## config.mk

```make
export PLATFORM = sky130hd
export DESIGN_NAME = mont_domain_xfer
export DESIGN_NICKNAME = d
export VERILOG_FILES = /design/src/rtl/mdx_pkg.sv /design/src/rtl/mdx_lane.sv /design/src/rtl/mont_domain_xfer.sv
export SDC_FILE = /design/constraint.sdc
export NUM_CORES = 1
export LEC_CHECK = 0
export CAP_MARGIN = 20
export CELL_PAD_IN_SITES_DETAIL_PLACEMENT = 0
export CELL_PAD_IN_SITES_GLOBAL_PLACEMENT = 1
export CORE_UTILIZATION = 41
export CTS_BUF_LIST = sky130_fd_sc_hd__clkbuf_8
export DETAILED_ROUTE_END_ITERATION = 7
export GPL_TIMING_DRIVEN = 0
export PLACE_DENSITY = 0.9
export SYNTH_ARGS = -nofsm -noshare
export SYNTH_HDL_FRONTEND = slang
export SYNTH_SLANG_ARGS = --single-unit
```

## constraint.sdc

```tcl
create_clock -name clk -period 6.7 [get_ports clk]
set_input_delay 2.01 -clock clk [delete_from_list [all_inputs] [get_ports clk]]
set_output_delay 2.01 -clock clk [all_outputs]
set_load 0.01 [all_outputs]
```

## src/rtl/mdx_pkg.sv

```systemverilog
// rtl/mdx_pkg.sv - shared types for mont_domain_xfer; MDX_RADIX4_EN selects two lane steps per clock
package mdx_pkg;

    typedef enum logic [1:0] {
        IDLE = 2'd0,
        RUN  = 2'd1,
        DONE = 2'd2
    } mdx_state_e;

`ifdef MDX_RADIX4_EN
    localparam int STEPS_PER_CYC = 2;
`else
    localparam int STEPS_PER_CYC = 1;
`endif

    function automatic int mdx_cnt_w(input int w);
        return $clog2(w + 1);
    endfunction

endpackage

```

## src/rtl/mdx_lane.sv

```systemverilog
// rtl/mdx_lane.sv - one coordinate lane: modular double (x*2) or halve (x/2) steps modulo an odd prime
module mdx_lane
    import mdx_pkg::*;
#(
    parameter int WIDTH = 32,
    parameter int STEPS = STEPS_PER_CYC
)(
    input  logic             clk,
    input  logic             reset,
    input  logic             load,
    input  logic             en,
    input  logic             to_mont,
    input  logic [WIDTH-1:0] prime,
    input  logic [WIDTH-1:0] din,
    output logic [WIDTH-1:0] q
);

    logic [WIDTH-1:0] nxt;

    // Halving adds p to odd values first; p odd makes the sum even so the shift is exact.
    function automatic logic [WIDTH-1:0] mod_step(input logic [WIDTH-1:0] x,
                                                  input logic [WIDTH-1:0] p,
                                                  input logic             dbl);
        logic [WIDTH:0] t;
        if (dbl) begin
            t = {x, 1'b0};
            if (t >= {1'b0, p})
                t = t - {1'b0, p};
            return t[WIDTH-1:0];
        end else begin
            t = x[0] ? ({1'b0, x} + {1'b0, p}) : {1'b0, x};
            return t[WIDTH:1];
        end
    endfunction

    always_comb begin
        nxt = q;
        for (int i = 0; i < STEPS; i++)
            nxt = mod_step(nxt, prime, to_mont);
    end

    always_ff @(posedge clk or posedge reset) begin
        if (reset)
            q <= '0;
        else if (load)
            q <= din;
        else if (en)
            q <= nxt;
    end

endmodule

```

## src/rtl/mont_domain_xfer.sv

```systemverilog
// rtl/mont_domain_xfer.sv - point (Px,Py) into/out of Montgomery domain, R = 2^WIDTH; MDX_RADIX4_EN halves RUN length
module mont_domain_xfer
    import mdx_pkg::*;
#(
    parameter int WIDTH = 32,
    parameter int CNT_W = mdx_cnt_w(WIDTH)
)(
    input  logic             clk,
    input  logic             reset,
    input  logic             in_sig,
    input  logic             ToMont,
    input  logic [WIDTH-1:0] Px_i,
    input  logic [WIDTH-1:0] Py_i,
    input  logic [WIDTH-1:0] Prime,
    output logic [WIDTH-1:0] Px_out,
    output logic [WIDTH-1:0] Py_out,
    output logic             done,
    output logic             busy
);

    mdx_state_e       state;
    logic [CNT_W-1:0] cnt;
    logic [CNT_W-1:0] cnt_next;
    logic [WIDTH-1:0] prime_q;
    logic             mode_q;
    logic             start;
    logic             run;
    logic [WIDTH-1:0] x_q;
    logic [WIDTH-1:0] y_q;

    assign start    = (state == IDLE) && in_sig;
    assign run      = (state == RUN);
    assign cnt_next = cnt + CNT_W'(STEPS_PER_CYC);

    mdx_lane #(.WIDTH(WIDTH), .STEPS(STEPS_PER_CYC)) u_lane_x (
        .clk     (clk),
        .reset   (reset),
        .load    (start),
        .en      (run),
        .to_mont (mode_q),
        .prime   (prime_q),
        .din     (Px_i),
        .q       (x_q)
    );

    mdx_lane #(.WIDTH(WIDTH), .STEPS(STEPS_PER_CYC)) u_lane_y (
        .clk     (clk),
        .reset   (reset),
        .load    (start),
        .en      (run),
        .to_mont (mode_q),
        .prime   (prime_q),
        .din     (Py_i),
        .q       (y_q)
    );

    // busy trails the state by one edge so it covers the done cycle but not the start cycle.
    always_ff @(posedge clk or posedge reset) begin
        if (reset) begin
            state   <= IDLE;
            cnt     <= '0;
            prime_q <= '0;
            mode_q  <= 1'b0;
            Px_out  <= '0;
            Py_out  <= '0;
            done    <= 1'b0;
            busy    <= 1'b0;
        end else begin
            done <= (state == DONE);
            busy <= (state != IDLE);
            case (state)
                IDLE: begin
                    if (in_sig) begin
                        prime_q <= Prime;
                        mode_q  <= ToMont;
                        cnt     <= '0;
                        state   <= RUN;
                    end
                end
                RUN: begin
                    cnt <= cnt_next;
                    // >= rather than == so a misconfigured odd WIDTH cannot lock the FSM in RUN
                    if (cnt_next >= CNT_W'(WIDTH))
                        state <= DONE;
                end
                DONE: begin
                    Px_out <= x_q;
                    Py_out <= y_q;
                    state  <= IDLE;
                end
                default: state <= IDLE;
            endcase
        end
    end

endmodule

```

==> results of run 1 <==
## routing by layer
metal	share of wire (%)	vias to the layer above
met4	3.7	0
met1	43	7331
met2	45	718
met3	8.3	105
met5	0	-
li1	-	6819
## synthesized netlist by cell type (10+ instances only)
| library cell | number |
|---|---|
| nor4_1 | 10 |
| o211ai_1 | 13 |
| inv_1 | 67 |
| o31ai_1 | 11 |
| nor2b_1 | 28 |
| o21bai_1 | 23 |
| or3_1 | 16 |
| nand4_1 | 18 |
| a31oi_1 | 14 |
| o21ai_1 | 10 |
| a221oi_1 | 14 |
| nand3_1 | 39 |
| dfrtp_1 | 171 |
| o21a_1 | 12 |
| and3_1 | 19 |
| mux2i_1 | 37 |
| xor2_1 | 41 |
| a21oi_1 | 170 |
| o21ai_0 | 126 |
| nor2_1 | 110 |
| nand2b_1 | 10 |
| nor3_1 | 21 |
| a21o_1 | 52 |
| xnor2_1 | 70 |
| nand2_1 | 161 |
| ha_1 | 127 |
| a221o_1 | 25 |
| mux2_2 | 71 |
| clkbuf_1 | 63 |
| a211oi_1 | 48 |
## through the flow
stage          std cells  utilization (%)  setup TNS, ps  instance area, sq um
2_1_floorplan       1737                -              0                 14900
3_3_place_gp        2363             48.0        -445230                 17200
3_5_place_dp        2364             48.1              0                 17200
4_1_cts             2396             49.3              0                 17600
5_1_grt             2396             49.3              0                 17600
6_report            2396             49.3              0                 17600
## registers in the layout (all words and copies together) (netlist names)
name        flops
busy            1
Px_out         32
u_lane_x.q     32
state           2
u_lane_y.q     32
prime_q        32
mode_q          1
cnt             6
done            1
Py_out         32
## path summary, 6_finish.rpt
path                            depth (start not counted)              to          start  slack [ps]
min in group asynchronous                               2       Py_out[7]          reset        1880
worst min register to register                          1          cnt[4]         cnt[4]         500
max in group asynchronous                               3     prime_q[26]          reset        3820
worst max-delay path                                   14  u_lane_x.q[29]  u_lane_x.q[0]        1890
worst max register to register                         14  u_lane_x.q[29]  u_lane_x.q[0]        1890
worst min-delay path                                    1          cnt[4]         cnt[4]         500
## cells by family (layout without fill, tap and decap cells)
group,count (synthesis),after routing
buffers and inverters,151,349
AOI/OAI and AO/OA,602,602
muxes,112,112
xor gates and xnor gates,111,111
adders and majority gates,131,131
and+or+nand+nor,459,459
DFF,171,171
## final cells by class
class / instances / area, sq um
plain buffers: 83 / 369
clock buffers: 18 / 248
clock inverters: 14 / 168
fillers: 3532 / 18100
inverters: 68 / 263
multi-input cells: 1415 / 10000
flip-flops and latches: 171 / 4280
well taps: 461 / 577
repair buffers: 166 / 1680
## worst reg2reg max path: cells and delay by family, from the launching register on
family,cells,cell delay (ps)
flip-flops,1,560
AO/OA/AOI/OAI,7,2100
adder cells (fa/ha/maj),1,470
XOR/XNOR,1,190
AND/OR/NAND/NOR,3,500
buffers and inverters,2,900
==> impl_metrics.py, run 1 <==
metrics = {
    "floorplanning": {
        "coreArea_sq_um": 35700,
        "die_h_microns": 193,
        "start_util_pct": 41.8,
        "rows": 69,
        "die_area_sq_um": 37200,
        "die_w_microns": 193,
        "pin_count": 166,
    },
    "setup_path": {
        "path_cells": "clkinv_1 -> clkbuf_1 -> nor2_1 -> fa_1 -> a211oi_1 -> nor4_1 -> nor2_1 -> a211oi_1 -> o2111a_1 -> o311ai_0 -> a21oi_1 -> xor2_1 -> a21oi_1 -> o31ai_1",
        "worstPathRequired_ps": 7130,
        "slowest_delay_ps": 620,
        "cp_slowest_cell": "o311ai_0",
        "critPathBufInv": 2,
        "critPathTopFamily": "compound AO/OA/AOI/OAI gates",
        "end_kind": "flop",
        "worstPathArrival_ps": 5240,
        "worstPathMaxFanout": 10,
        "crit_type": "reg -> reg",
        "startpoint_type": "flop",
    },
    "route": {
        "drtAntennaViolNets": 0,
        "drc": 9,
        "dr.pass1.iters": 7,
        "wl_per_cell_microns": 26.1,
        "viasPerCell": 6.25,
        "drt_iter0_markers": 1258,
        "routed_wl_microns": 62500,
        "via_count": 14973,
    },
    "synth": {
        "syn_avg_cell_area_sq_um": 8.60,
        "syn-num-nets": 1968,
        "synthAdderAreaFrac_pct": 11.2,
        "synth_top_area_share_pct": 28.6,
        "synth_compound_area_share_pct": 27.0,
        "synth_top_family_by_area": "compound AO/OA/AOI/OAI gates",
        "synth.area.top_cells": "dfrtp_1 (29%), ha_1 (11%), a21oi_1 (5.7%)",
        "synthMuxAreaShare_pct": 8.13,
        "synth-async-reset-ratio_pct": 100,
        "synthDistinctLibCells": 83,
        "synth-edff-count": 0,
        "synthXorXnorAreaFrac_pct": 6.51,
        "ys_ff_latch": 171,
        "yosys.area_share.simple_pct": 14.4,
        "synth_ff_type": "dfrtp_1",
        "syn_area_sq_um": 14900,
        "synth_top_area_cell": "dfrtp_1",
        "ys_seq_area_share_pct": 28.6,
        "yosysWarnings": 0,
        "netlist_instances": 1737,
    },
    "sta": {
        "rsz0062_at_grt": "no",
        "setup_viol_count_final": 0,
        "fin_crit_sh_pct": 71.8,
        "period_needed_ps": 4810,
        "holdWs_ps": 502,
        "skew_ps": 21.3,
        "finalHoldViolations": 0,
        "worstMarginPinSlew_ps": 1220,
        "worst_slack_ps": 1890,
        "fmax_ghz": 0.208,
        "slew-limit-headroom_pct": 16.5,
        "slew_violations": 0,
    },
    "outcome": {
        "outcome": "finished with violations",
        "violations": "design-rule violations",
    },
    "global_routing": {
        "grt-busiest-layer": "met2",
        "grt_pass1_vias": 14299,
        "overflow": 0,
        "grt_pass1_wl_microns": 91300,
        "gr-usage-all-layers_pct": 33.8,
        "use_met1_pct": 45.5,
        "antenna_found_initial": 0,
        "grt_max_degree": 123,
        "met3_usage_pct": 6.33,
        "grtUsageMet2_pct": 52.9,
    },
    "placement": {
        "gp_congestion": 0.962,
        "port_buffers": 165,
        "post-place-ws_ps": 1680,
        "dp_hpwl_microns": 47900,
    },
    "worst_hold_path": {
        "hp-class": "reg -> reg",
    },
    "cells_and_area": {
        "final_common_cell": "dfrtp_1",
        "syn_to_final_growth_pct": 17.9,
        "final_cell_mix": "dfrtp_1 (171), a21oi_1 (170), clkdlybuf4s50_1 (165)",
        "num_antenna_cells": 0,
        "final_layout_size_suffix_gt1_share_pct": 7.86,
        "nNetsFinal": 2153,
    },
    "clock_network": {
        "cts_buffers": 17,
        "cts.sinks": 171,
        "cts_setup_buffers": 0,
        "hold_buffers": 0,
        "insertion_delay_ps": 520,
        "clk_pin_slew_ps": 110,
        "cts_tree": "done",
        "ctsResizeCount": 0,
        "cts_root_buf": "clkbuf_8",
        "cts_buffer_depth": 2,
        "htree_num_levels": 4,
    },
    "run": {
        "maxCapViolCount": 0,
    },
}
Power of run 1 is left out: the tool's default activity adds up to more than one toggle a clock period on the data nets, which glitch-free logic cannot reach.
==> inputs of run 2 (changes only) <==
--- a/config.mk
+++ b/config.mk
@@ -8,11 +8,11 @@
 export CAP_MARGIN = 20
 export CELL_PAD_IN_SITES_DETAIL_PLACEMENT = 0
 export CELL_PAD_IN_SITES_GLOBAL_PLACEMENT = 1
-export CORE_UTILIZATION = 41
+export CORE_UTILIZATION = 45
 export CTS_BUF_LIST = sky130_fd_sc_hd__clkbuf_8
 export DETAILED_ROUTE_END_ITERATION = 7
 export GPL_TIMING_DRIVEN = 0
-export PLACE_DENSITY = 0.9
+export PLACE_DENSITY = 0.93
 export SYNTH_ARGS = -nofsm -noshare
 export SYNTH_HDL_FRONTEND = slang
 export SYNTH_SLANG_ARGS = --single-unit
==> constraint.sdc (replaced) <==
create_clock -name clk -period 4.5 [get_ports clk]
set_input_delay 1.35 -clock clk [delete_from_list [all_inputs] [get_ports clk]]
set_output_delay 1.35 -clock clk [all_outputs]
set_load 0.01 [all_outputs]
==> run 2 against run 1 <==
  * The flow now finishes without violations
  * Highest routed layer unchanged
  * Sequential share of layout area about the same
  * Global-route usage up 3.5 points
  * Largest cell class unchanged
  * Via count up 1.5%
  * Critical path type unchanged
  * First-iteration DRC count up 26%
==> impl_metrics.py, run 2 (synthesized netlist as in run 1, its figures left out) <==
metrics = {
    "setup_path": {
        "worstPathArrival_ps": 4660,
        "end_kind": "flop",
        "worstPathMaxFanout": 10,
        "crit_type": "reg -> reg",
        "cp_slowest_cell": "nor4_1",
        "slowest_delay_ps": 710,
        "worstPathRequired_ps": 4860,
        "path_cells": "inv_1 -> ha_1 -> and4_1 -> nand2_1 -> nor4_1 -> a221oi_2 -> o21ai_1 -> a31oi_4 -> nand2_4 -> buf_2 -> buf_2 -> nand2_1 -> o21ai_0 -> a21oi_1",
        "startpoint_type": "flop",
    },
    "global_routing": {
        "antenna_found_initial": 0,
        "overflow": 0,
        "gr-usage-all-layers_pct": 37.2,
        "grt_pass1_vias": 14623,
        "grt_max_degree": 41,
        "grt_pass1_wl_microns": 92000,
    },
    "clock_network": {
        "clk_pin_slew_ps": 90,
        "cts.sinks": 171,
        "cts_buffer_depth": 2,
        "cts_buffers": 17,
        "ctsResizeCount": 3,
        "cts_setup_buffers": 0,
        "cts_root_buf": "clkbuf_8",
        "cts_tree": "done",
        "hold_buffers": 0,
        "insertion_delay_ps": 530,
        "htree_num_levels": 4,
    },
    "sta": {
        "period_needed_ps": 4290,
        "slew-limit-headroom_pct": 22.6,
        "worstMarginPinSlew_ps": 1160,
        "slew_violations": 0,
        "fin_crit_sh_pct": 95.4,
        "finalHoldViolations": 0,
        "rsz0062_at_grt": "no",
        "setup_viol_count_final": 0,
        "fmax_ghz": 0.233,
        "skew_ps": 17.3,
    },
    "cells_and_area": {
        "syn_to_final_growth_pct": 18.0,
        "num_antenna_cells": 0,
        "final_common_cell": "dfrtp_1",
        "final_layout_size_suffix_gt1_share_pct": 8.21,
        "nFillCells": 3146,
        "nNetsFinal": 2154,
        "final_cell_mix": "dfrtp_1 (171), a21oi_1 (170), clkdlybuf4s50_1 (165)",
        "post-route-util_pct": 54.0,
    },
    "floorplanning": {
        "start_util_pct": 45.8,
        "pin_count": 166,
        "rows": 66,
        "die_area_sq_um": 33900,
        "die_w_microns": 184,
        "coreArea_sq_um": 32600,
        "die_h_microns": 184,
    },
    "worst_hold_path": {
        "hp-class": "reg -> reg",
    },
    "route": {
        "via_count": 15200,
        "viasPerCell": 6.39,
        "drtAntennaViolNets": 0,
        "dr.pass1.iters": 6,
        "drt_iter0_markers": 1591,
        "wl_per_cell_microns": 26.3,
        "drc": 0,
        "routed_wl_microns": 62600,
    },
    "placement": {
        "gp_congestion": 0.990,
        "dp_hpwl_microns": 48300,
        "port_buffers": 165,
    },
    "outcome": {
        "outcome": "finished clean",
    },
    "run": {
        "maxCapViolCount": 0,
    },
}
[run 2: per-layer routing]
layer  vias to the layer above  wire, microns  global-route usage (%)
met5                         -              0                       0
met4                         0           3500                    20.6
met3                       163           5060                    6.05
met2                       798          27200                    57.2
met1                      7417          26800                    49.8
li1                       6822              -                       -
[run 2: final cells by class]
class	count	area [sq um]	share of cell area, %
multi-input combinational	1415	10100	57.0
buffer	81	362	2.05
tap	442	553	3.14
clock inverter	11	96.3	0.547
clock buffer	21	289	1.64
timing repair buffer	169	1730	9.83
inverter	68	260	1.48
sequential	171	4280	24.3
[run 2: worst paths after layout]
| check | start | endpoint | slack, ps | cells past startpoint |
|---|---|---|---|---|
| worst max-delay path | prime_q[7] | u_lane_y.q[21] | 210 | 14 |
| worst min-delay path | Px_out[3] | Px_out[3] | 510 | 1 |
| worst max register to register | prime_q[7] | u_lane_y.q[21] | 210 | 14 |
| worst min register to register | Px_out[3] | Px_out[3] | 510 | 1 |
| max in group asynchronous | reset | Px_out[27] | 2270 | 4 |
| min in group asynchronous | reset | u_lane_y.q[8] | 1280 | 2 |
[run 2: through the flow]
step	hold slack, ps	cells	worst slack, ps	setup TNS (ps)	area [sq um]
2_1_floorplan	457	1737	967	0	14900
3_3_place_gp	478	2344	-579	-95740	17100
3_5_place_dp	488	2348	-199	-528	17200
4_1_cts	505	2379	96.3	0	17600
5_1_grt	526	2378	59.6	0	17600
6_report	511	2378	206	0	17600
[run 2: worst max-delay path: cells and delay by family, from the launching register on]
kind,cells,cell delay (ps)
adders and majority gates,1,450
DFF,1,480
and+or+nand+nor,5,1420
AOI/OAI and AO/OA,5,830
buffers and inverters,3,930
Power of run 2 is left out for the same reason.
